`config.mk`:
```
export PLATFORM = sky130hd
export DESIGN_NAME = food_place_ctrl_flat
export DESIGN_NICKNAME = d
export VERILOG_FILES = /design/src/rtl/food_place_ctrl_if.sv /design/src/rtl/food_place_ctrl.sv /design/src/flat_wrapper.sv
export SDC_FILE = /design/constraint.sdc
export NUM_CORES = 1
export LEC_CHECK = 0
export BUFFER_PORTS_ARGS = -buffer_cell sky130_fd_sc_hd__buf_2
export CAP_MARGIN = 30
export CORE_ASPECT_RATIO = 0.5
export CORE_MARGIN = 2
export CORE_UTILIZATION = 59
export CTS_CLUSTER_SIZE = 12
export DETAILED_ROUTE_END_ITERATION = 16
export PLACE_DENSITY = 0.91
export SETUP_SLACK_MARGIN = 0.5
export SLEW_MARGIN = 20
export SYNTH_ARGS = -nofsm -noshare
export SYNTH_HDL_FRONTEND = slang
export SYNTH_SLANG_ARGS = --single-unit
```
`constraint.sdc`:
```
create_clock -name MasterClock -period 3.3 [get_ports MasterClock]
set_input_delay 0.165 -clock MasterClock [delete_from_list [all_inputs] [get_ports MasterClock]]
set_output_delay 0.165 -clock MasterClock [all_outputs]
set_load 0.01 [all_outputs]
```
`src/rtl/food_place_ctrl_if.sv`:
```
// ---------------------------------------------------------------------------
// food_place_ctrl_if
// Bundle of the signals that connect the food placement sequencer to the
// game-state FSM, the random source and the block-map read port.
//
//   PlaceReq   game FSM -> ctrl   level request for a new food position
//   RandV/H    random   -> ctrl   candidate row/column, new value each cycle
//   ReadV/H    ctrl     -> map    block-map read address (registered)
//   ReadData   map      -> ctrl   block-map entry, one cycle after address
//   Busy       ctrl     -> game   high while a search is in progress
//   FoodValid  ctrl     -> game   one-cycle pulse, FoodV/FoodH updated
//   FoodFail   ctrl     -> game   one-cycle pulse, no empty interior cell
//   FoodV/H    ctrl     -> game   last placed food position
//
// The slave modport is the controller's view; master is the environment's.
// ---------------------------------------------------------------------------
interface food_place_ctrl_if #(
    parameter int GRID_HEIGHT    = 30,
    parameter int GRID_WIDTH     = 40,
    parameter int BITS_PER_BLOCK = 2
);
    localparam int VW = $clog2(GRID_HEIGHT);
    localparam int HW = $clog2(GRID_WIDTH);

    logic                      PlaceReq;
    logic [VW-1:0]             RandV;
    logic [HW-1:0]             RandH;
    logic [VW-1:0]             ReadV;
    logic [HW-1:0]             ReadH;
    logic [BITS_PER_BLOCK-1:0] ReadData;
    logic                      Busy;
    logic                      FoodValid;
    logic                      FoodFail;
    logic [VW-1:0]             FoodV;
    logic [HW-1:0]             FoodH;

    modport slave (
        input  PlaceReq, RandV, RandH, ReadData,
        output ReadV, ReadH, Busy, FoodValid, FoodFail, FoodV, FoodH
    );

    modport master (
        output PlaceReq, RandV, RandH, ReadData,
        input  ReadV, ReadH, Busy, FoodValid, FoodFail, FoodV, FoodH
    );
endinterface

```
`src/rtl/food_place_ctrl.sv`:
```
// ---------------------------------------------------------------------------
// food_place_ctrl
// Finds an empty interior grid cell for the next food item. Random candidates
// are tried first; after MAX_TRIES misses a row-major scan of the interior
// takes over, which either finds an empty cell or reports that none exists.
//
// Ports:
//   MasterClock  single clock, rising edge
//   Reset        synchronous, active-high
//   bus          food_place_ctrl_if.slave (request/result handshake,
//                random candidates, block-map read port)
// All outputs are registered.
// ---------------------------------------------------------------------------
module food_place_ctrl #(
    parameter int GRID_HEIGHT    = 30,
    parameter int GRID_WIDTH     = 40,
    parameter int BITS_PER_BLOCK = 2,
    parameter int BLOCK_EMPTY    = 0,
    parameter int MAX_TRIES      = 16
) (
    input  logic              MasterClock,
    input  logic              Reset,
    food_place_ctrl_if.slave  bus
);
    localparam int VW = $clog2(GRID_HEIGHT);
    localparam int HW = $clog2(GRID_WIDTH);
    localparam int TW = $clog2(MAX_TRIES + 1);

    localparam logic [VW-1:0] V_FIRST = VW'(1);
    localparam logic [HW-1:0] H_FIRST = HW'(1);
    localparam logic [VW-1:0] V_LAST  = VW'(GRID_HEIGHT - 2);
    localparam logic [HW-1:0] H_LAST  = HW'(GRID_WIDTH - 2);
    localparam logic [TW-1:0] TRY_LAST = TW'(MAX_TRIES - 1);
    localparam logic [BITS_PER_BLOCK-1:0] EMPTY_CODE = BITS_PER_BLOCK'(BLOCK_EMPTY);

    typedef enum logic [2:0] {
        IDLE, R_ISSUE, R_WAIT, R_CHECK, S_ISSUE, S_WAIT, S_CHECK
    } state_t;

    state_t        state_q;
    logic [TW-1:0] try_q;
    logic [VW-1:0] scan_v_q;
    logic [HW-1:0] scan_h_q;
    logic [VW-1:0] read_v_q;
    logic [HW-1:0] read_h_q;
    logic [VW-1:0] food_v_q;
    logic [HW-1:0] food_h_q;
    logic          busy_q;
    logic          valid_q;
    logic          fail_q;

    logic          rand_interior;
    logic          cell_empty;
    logic          last_try;
    logic          scan_at_end;
    logic [TW-1:0] try_d;

    always_comb begin
        rand_interior = (bus.RandV >= V_FIRST) && (bus.RandV <= V_LAST) &&
                        (bus.RandH >= H_FIRST) && (bus.RandH <= H_LAST);
        cell_empty    = (bus.ReadData == EMPTY_CODE);
        // The try being retired now is the MAX_TRIES-th one.
        last_try      = (try_q == TRY_LAST);
        scan_at_end   = (scan_v_q == V_LAST) && (scan_h_q == H_LAST);
        try_d         = try_q + TW'(1);
    end

    always_ff @(posedge MasterClock) begin
        if (Reset) begin
            state_q  <= IDLE;
            try_q    <= '0;
            scan_v_q <= '0;
            scan_h_q <= '0;
            read_v_q <= '0;
            read_h_q <= '0;
            food_v_q <= '0;
            food_h_q <= '0;
            busy_q   <= 1'b0;
            valid_q  <= 1'b0;
            fail_q   <= 1'b0;
        end else begin
            valid_q <= 1'b0;
            fail_q  <= 1'b0;
            case (state_q)
                IDLE: begin
                    if (bus.PlaceReq) begin
                        state_q <= R_ISSUE;
                        try_q   <= '0;
                        busy_q  <= 1'b1;
                    end
                end
                R_ISSUE: begin
                    // Out-of-interior candidates are dropped without a read.
                    if (rand_interior) begin
                        read_v_q <= bus.RandV;
                        read_h_q <= bus.RandH;
                        state_q  <= R_WAIT;
                    end else begin
                        try_q <= try_d;
                        if (last_try) begin
                            scan_v_q <= V_FIRST;
                            scan_h_q <= H_FIRST;
                            state_q  <= S_ISSUE;
                        end
                    end
                end
                R_WAIT: state_q <= R_CHECK;
                R_CHECK: begin
                    // The read address still holds the candidate under test.
                    if (cell_empty) begin
                        food_v_q <= read_v_q;
                        food_h_q <= read_h_q;
                        valid_q  <= 1'b1;
                        busy_q   <= 1'b0;
                        state_q  <= IDLE;
                    end else begin
                        try_q <= try_d;
                        if (last_try) begin
                            scan_v_q <= V_FIRST;
                            scan_h_q <= H_FIRST;
                            state_q  <= S_ISSUE;
                        end else begin
                            state_q <= R_ISSUE;
                        end
                    end
                end
                S_ISSUE: begin
                    read_v_q <= scan_v_q;
                    read_h_q <= scan_h_q;
                    state_q  <= S_WAIT;
                end
                S_WAIT: state_q <= S_CHECK;
                S_CHECK: begin
                    if (cell_empty) begin
                        food_v_q <= scan_v_q;
                        food_h_q <= scan_h_q;
                        valid_q  <= 1'b1;
                        busy_q   <= 1'b0;
                        state_q  <= IDLE;
                    end else if (scan_at_end) begin
                        fail_q  <= 1'b1;
                        busy_q  <= 1'b0;
                        state_q <= IDLE;
                    end else begin
                        if (scan_h_q == H_LAST) begin
                            scan_h_q <= H_FIRST;
                            scan_v_q <= scan_v_q + VW'(1);
                        end else begin
                            scan_h_q <= scan_h_q + HW'(1);
                        end
                        state_q <= S_ISSUE;
                    end
                end
                default: begin
                    busy_q  <= 1'b0;
                    state_q <= IDLE;
                end
            endcase
        end
    end

    assign bus.ReadV     = read_v_q;
    assign bus.ReadH     = read_h_q;
    assign bus.Busy      = busy_q;
    assign bus.FoodValid = valid_q;
    assign bus.FoodFail  = fail_q;
    assign bus.FoodV     = food_v_q;
    assign bus.FoodH     = food_h_q;
endmodule
```
`src/flat_wrapper.sv`:
```
// flat-port wrapper written by rule: the top's interface ports become plain ports
module food_place_ctrl_flat 
#(
    parameter int GRID_HEIGHT    = 30,
    parameter int GRID_WIDTH     = 40,
    parameter int BITS_PER_BLOCK = 2,
    parameter int BLOCK_EMPTY    = 0,
    parameter int MAX_TRIES      = 16
)
  (MasterClock, Reset, bus_PlaceReq, bus_RandV, bus_RandH, bus_ReadData, bus_ReadV, bus_ReadH, bus_Busy, bus_FoodValid, bus_FoodFail, bus_FoodV, bus_FoodH);
  food_place_ctrl_if #(.GRID_HEIGHT(GRID_HEIGHT), .GRID_WIDTH(GRID_WIDTH), .BITS_PER_BLOCK(BITS_PER_BLOCK)) bus_i ();
  input  logic MasterClock;
  input  logic Reset;
  input wire logic [$bits(bus_i.PlaceReq)-1:0] bus_PlaceReq;
  input wire logic [$bits(bus_i.RandV)-1:0] bus_RandV;
  input wire logic [$bits(bus_i.RandH)-1:0] bus_RandH;
  input wire logic [$bits(bus_i.ReadData)-1:0] bus_ReadData;
  output wire logic [$bits(bus_i.ReadV)-1:0] bus_ReadV;
  output wire logic [$bits(bus_i.ReadH)-1:0] bus_ReadH;
  output wire logic [$bits(bus_i.Busy)-1:0] bus_Busy;
  output wire logic [$bits(bus_i.FoodValid)-1:0] bus_FoodValid;
  output wire logic [$bits(bus_i.FoodFail)-1:0] bus_FoodFail;
  output wire logic [$bits(bus_i.FoodV)-1:0] bus_FoodV;
  output wire logic [$bits(bus_i.FoodH)-1:0] bus_FoodH;
  assign bus_i.PlaceReq = bus_PlaceReq;
  assign bus_i.RandV = bus_RandV;
  assign bus_i.RandH = bus_RandH;
  assign bus_i.ReadData = bus_ReadData;
  assign bus_ReadV = bus_i.ReadV;
  assign bus_ReadH = bus_i.ReadH;
  assign bus_Busy = bus_i.Busy;
  assign bus_FoodValid = bus_i.FoodValid;
  assign bus_FoodFail = bus_i.FoodFail;
  assign bus_FoodV = bus_i.FoodV;
  assign bus_FoodH = bus_i.FoodH;
  food_place_ctrl #(.GRID_HEIGHT(GRID_HEIGHT), .GRID_WIDTH(GRID_WIDTH), .BITS_PER_BLOCK(BITS_PER_BLOCK), .BLOCK_EMPTY(BLOCK_EMPTY), .MAX_TRIES(MAX_TRIES)) u_core (.MasterClock(MasterClock), .Reset(Reset), .bus(bus_i));
endmodule
```
# Yosys cells after proc, flatten, opt, wreduce, memory -nomap -nowiden
# Cells that the tools add are included.
# word_totals
reg_bits,44
latchBits,0
mem_bits_rw,0
rom_bits,0
inputBits,16
out_inout_bits,25
elab_cells,105
n_memories,0
# op_classes
addsub,3
n_mul,0
div,0
n_lt_le_gt_ge,4
eq_ne,20
n_shift,0
muxes,43
bitwise_logic,3
reduce_logical,21
# op_table
cell,n
2-to-1 mux 5 bit,12
2-to-1 mux 6 bit,9
one-hot mux 5 bit (3 select lines),2
one-hot mux 6 bit (2 select lines),2
2-to-1 mux 3 bit,7
one-hot mux 3 bit (7 select lines),1
one-hot mux 5 bit (2 select lines),2
one-hot mux 6 bit (3 select lines),1
adder 5 x 1 -> 5 bit (second input constant),2
inequality test 2 bit (second input constant),5
== test 3 bit (second input constant),3
inequality test 2 x 1 -> 1 bit (second input constant),4
AND reduction 4 bit,2
adder 6 x 1 -> 6 bit (second input constant),1
== test 3 x 2 -> 1 bit (second input constant),2
== test 6 bit (second input constant),1
greater-or-equal comparator 6 x 1 -> 1 bit (second input constant),1
less-or-equal comparator 6 bit (second input constant),1
2-to-1 mux 1 bit,6
inequality test 3 x 1 -> 1 bit (second input constant),2
AND reduction 6 bit,1
nonzero test 3 bit,2
== test 5 x 4 -> 1 bit (second input constant),1
== test 5 bit (second input constant),1
other kinds (15),23

# Depth between registers and ports, before layout
# depth
word_depth,6
ltp_mapped,8
ltp_nobuf,7

# Least setup slack after synthesis
# Ideal clock, no wire load.
# synth_path
path_type,reg-to-reg
start,reg u_core.try_q[0]
end,reg u_core.scan_h_q[2]
setup_ps,116
t_arrival_ps,1776
t_required_ps,3184
setup_slack_ps,1408
path_stages_with_launch,9
n_path_buf,1
period_less_slack_ps,1892
path_cell_list,dfxtp_1 ha_1 and3_1 ha_1 o21a_1 o211ai_1 buf_2 o311a_2 a41o_1
# synth_between
elab_chain_len,4
elab_cells_between_ends,5
classes_between,eq/ne: 1; mux: 4
# synth_lines
item,line_no,rtl
start: declaration,food_place_ctrl.sv:41,logic [TW-1:0] try_q;
start signal: assignment,food_place_ctrl.sv:99,try_q <= try_d;
start signal: assignment,food_place_ctrl.sv:117,try_q <= try_d;
== test 5 x 4 -> 1 bit *,food_place_ctrl.sv:63,last_try = (try_q == TRY_LAST);
2-to-1 mux 6 bit *,--,
"2-to-1 mux 6 bit, on equally long branches",--,
one-hot mux 6 bit (3 select lines) *,--,
end signal: assignment,food_place_ctrl.sv:149,scan_h_q <= scan_h_q + HW'(1);
end: declaration,food_place_ctrl.sv:43,logic [HW-1:0] scan_h_q;
# Mark *: on every way between the ends. The rest lies on a longest branch, timed or not. The select of a mux whose other input is x is not followed.
# A chain may end at the register's enable or synchronous reset.

# Worst setup path after layout
# layout_path
start,reg u_core.scan_h_q[1]
end,reg u_core.scan_h_q[2]
# layout_between
elab_chain_len,5
elab_cells_between_ends,9
classes_between,add/sub: 1; eq/ne: 2; mux: 4; reduce/logical: 2
# layout_lines
item,line_no,rtl
adder 6 x 1 -> 6 bit or == test 6 bit (tied branches),"food_place_ctrl.sv:149, food_place_ctrl.sv:64, food_place_ctrl.sv:145",
2-to-1 mux 6 bit,food_place_ctrl.sv:145,if (scan_h_q == H_LAST) begin
2-to-1 mux 6 bit,food_place_ctrl.sv:140,end else if (scan_at_end) begin
2-to-1 mux 6 bit,food_place_ctrl.sv:134,if (cell_empty) begin
one-hot mux 6 bit (3 select lines),food_place_ctrl.sv:84,case (state_q)
# Several ways; a longest one is shown, not always the timed one. The select of a mux whose other input is x is not followed.

==> flow_metrics.env <==
export IMPL_crit_slowest_cell="o211ai_1"
export IMPL_synth_warnings=0
export IMPL_hold_viol=0
export IMPL_async_reset_ff_share_pct=0
export IMPL_synth_area_um2=2295
export IMPL_post_cts_setup_buffers=0
export IMPL_hold_slack_ns=0.1389
export IMPL_ff_latch_area_um2=880.8
export IMPL_end_kind="register"
export IMPL_tritoncts="yes"
export IMPL_crit_fanout=11
export IMPL_synth_seq_cells=44
export IMPL_diodes=0
export IMPL_die_h_um=48.10
export IMPL_wirelength_mm=6.186
export IMPL_initial_utilization_pct=64.01
export IMPL_synth_area_leader_cell="dfxtp_1"
export IMPL_worst_slew_margin_rel_pct=44.52
export IMPL_worst_path_buf_inv=0
export IMPL_crit_path_start="u_core.scan_h_q[1]"
export IMPL_cts_clk_slew_worst_paths_ns=0.09
export IMPL_drv_slew=0
export IMPL_track_usage_pct=28.46
export IMPL_post_cts_resized=0
export IMPL_die_w_um=92.20
export IMPL_die_area_um2=4435
export IMPL_syn2layout_area_growth_pct=12.87
export IMPL_yosysSeqAreaShare_pct=38.39
export IMPL_skew_ns=0.01229
export IMPL_r2r_start="u_core.scan_h_q[1]"
export IMPL_cp_top_family="compound AO/OA/AOI/OAI gates"
export IMPL_fillers=282
export IMPL_htreeDepth=2
export IMPL_max_stage_delay_ns=0.66
export IMPL_maxCapViolCount=0
export IMPL_criticalPathCategory="reg -> reg"
export IMPL_holdBufCountCts=0
export IMPL_syn_num_nets=311
export IMPL_cts_root_buf="clkbuf_8"
export IMPL_ant_nets=0
export IMPL_hp_class="in -> reg"
export IMPL_wl_per_cell_um=16.67
export IMPL_overflow=0
export IMPL_tightestPinTransition_ns=0.8322
export IMPL_fin_crit_ns=2.574
export IMPL_synth_area_leaders="dfxtp_1, a311oi_1, nand2_1, nor2_1, ha_1"
export IMPL_clk_path_buf_depth=2
export IMPL_status="completed"
export IMPL_worst_endpoint_required_ns=3.51
export IMPL_grt_pass1_vias=2047
export IMPL_setup_viol_count_final=0
export IMPL_postPlaceCellArea_um2=2487
export IMPL_fmax_mhz=388.6
export IMPL_hold_start="bus_RandH[1]"
export IMPL_synth_top_cell_area_share_pct=38.39
export IMPL_stdcell_area_um2=2590
export IMPL_multi_input_area_um2=1301
export IMPL_yosys_cell_types_count=51
export IMPL_drive_gt1_share_pct=18.44
export IMPL_gp_congestion=0.9302
export IMPL_power_density_nw_per_um2=410.6
export IMPL_first_iter_violations=286
export IMPL_synth_edf_count=0
export IMPL_drt_pass1_iter_count=5
export IMPL_synth_area_per_cell_um2=7.940
export IMPL_antenna_found_initial=0
export IMPL_dp_hpwl_mm=4.179
export IMPL_grt_start_max_net_pins=42
export IMPL_fin_crit_sh_pct=77.99
export IMPL_core_um2=3585
export IMPL_grt_pass1_wl_mm=9.522
export IMPL_pin_count=41
export IMPL_synth_cells=289
export IMPL_cts_made_buffers=5
export IMPL_clock_sinks=44
export IMPL_critPathArrivalTime_ns=2.79
export IMPL_port_buffers=40
export IMPL_clock_latency_ns=0.31
export IMPL_rsz0062_at_grt="no"
export IMPL_vdd_drop_max_uv=231.0
export IMPL_ys_flop_type="dfxtp_1"
export IMPL_start_kind="register"
export IMPL_vias=2412
export IMPL_post_route_worst_setup_slack_ns=0.7264
export IMPL_worstPathCellList="ha_1 -> nor4bb_1 -> nand2_1 -> o211ai_1 -> nor3_1 -> a41o_1"
export IMPL_power_static_leakage_nw=1.010
export IMPL_route_detailed_drc=0
export IMPL_tns_ns=0
export IMPL_nNetsFinal=341
export IMPL_num_rows=15
export IMPL_pre_cts_ws_ns=0.9190
export IMPL_viasPerCell=6.501
-- state kept, by name, indices dropped and copies added (netlist names) --
signal	count
u_core.bus.ReadV	5
u_core.bus.FoodH	6
u_core.bus.FoodFail	1
u_core.scan_h_q	6
u_core.scan_v_q	5
u_core.bus.FoodV	5
u_core.bus.FoodValid	1
u_core.try_q	5
u_core.bus.ReadH	6
u_core.state_q	3
u_core.bus.Busy	1
-- synthesized netlist by cell type (2+ instances only) --
cell / n
a211oi_1: 2
a21o_1: 3
a21oi_1: 11
a311oi_1: 23
a31oi_1: 8
and2_1: 2
and3_1: 2
buf_2: 3
clkbuf_1: 16
dfxtp_1: 44
ha_1: 6
inv_1: 7
mux2i_1: 2
nand2_1: 53
nand2b_1: 3
nand3_1: 8
nand4_1: 4
nor2_1: 33
nor3_1: 9
nor4_1: 2
nor4b_1: 2
o21a_1: 3
o21ai_0: 8
o31ai_1: 2
or3_1: 5
or4_1: 3
-- kinds of logic after synthesis --
group	count (synthesis)	share of synthesized area (%)
buffers and inverters	27	4.907
AOI/OAI and AO/OA	77	25.35
muxes	2	0.8724
and+or+nand+nor	133	27.21
DFF	44	38.39
adders and majority gates	6	3.271
-- cell usage in the layout, fill, tap and decap left out, drive strengths merged, types with 8 or more instances in the layout --
cell type  count
a21oi         11
a311oi        23
a31oi          8
buf           42
dfxtp         44
nand2         53
nand3          8
nor2          33
nor3           9
o21ai          8
-- where the power goes --
| group | switching [mW] | internal [mW] |
|---|---|---|
| Combinational | 0.0791 | 0.0484 |
| Clock | 0.201 | 0.170 |
| Sequential | 0.0179 | 0.547 |
-- worst reg2reg max path, delay by kind of cell (launching register included) --
kind | cells | cell delay [ns]
AO/OA/AOI/OAI | 2 | 0.95
adder cells (fa/ha/maj) | 1 | 0.23
flip-flops | 1 | 0.46
AND/OR/NAND/NOR | 3 | 0.85
-- metal layers --
metal  GRT usage, %  part of all wire [%]  vias to the layer above
met5              0                     0                        -
met4          13.43                   1.5                        0
met3          8.037                    10                       18
met2          47.06                    44                      130
met1          36.37                    44                     1133
li1               -                     -                     1131
-- area by class of cell --
type | count | area share (%)
Timing Repair Buffer | 43 | 8.502
Tap cell | 51 | 2.464
Sequential cell | 44 | 34.01
Inverter | 7 | 1.014
Clock buffer | 6 | 3.188
Clock inverter | 2 | 0.5797
Multi-Input combinational cell | 218 | 50.24
-- stage by stage --
stage	util, %	instances	power (mW)
2_1_floorplan	-	289	0.6579
3_3_place_gp	69.39	362	0.6912
3_5_place_dp	69.39	362	0.6990
4_1_cts	72.11	370	1.055
5_1_grt	72.25	371	1.099
6_report	72.25	371	1.063
-- final timing paths --
check | to | slack (ns) | depth (start not counted)
setup reg to reg | u_core.scan_h_q[2] | 0.73 | 6
hold reg to reg | u_core.try_q[3] | 0.49 | 2
setup / recovery | u_core.scan_h_q[2] | 0.73 | 6
hold / removal | u_core.bus.ReadH[1] | 0.14 | 3
Note: power is estimated with default switching activity, not from simulation.
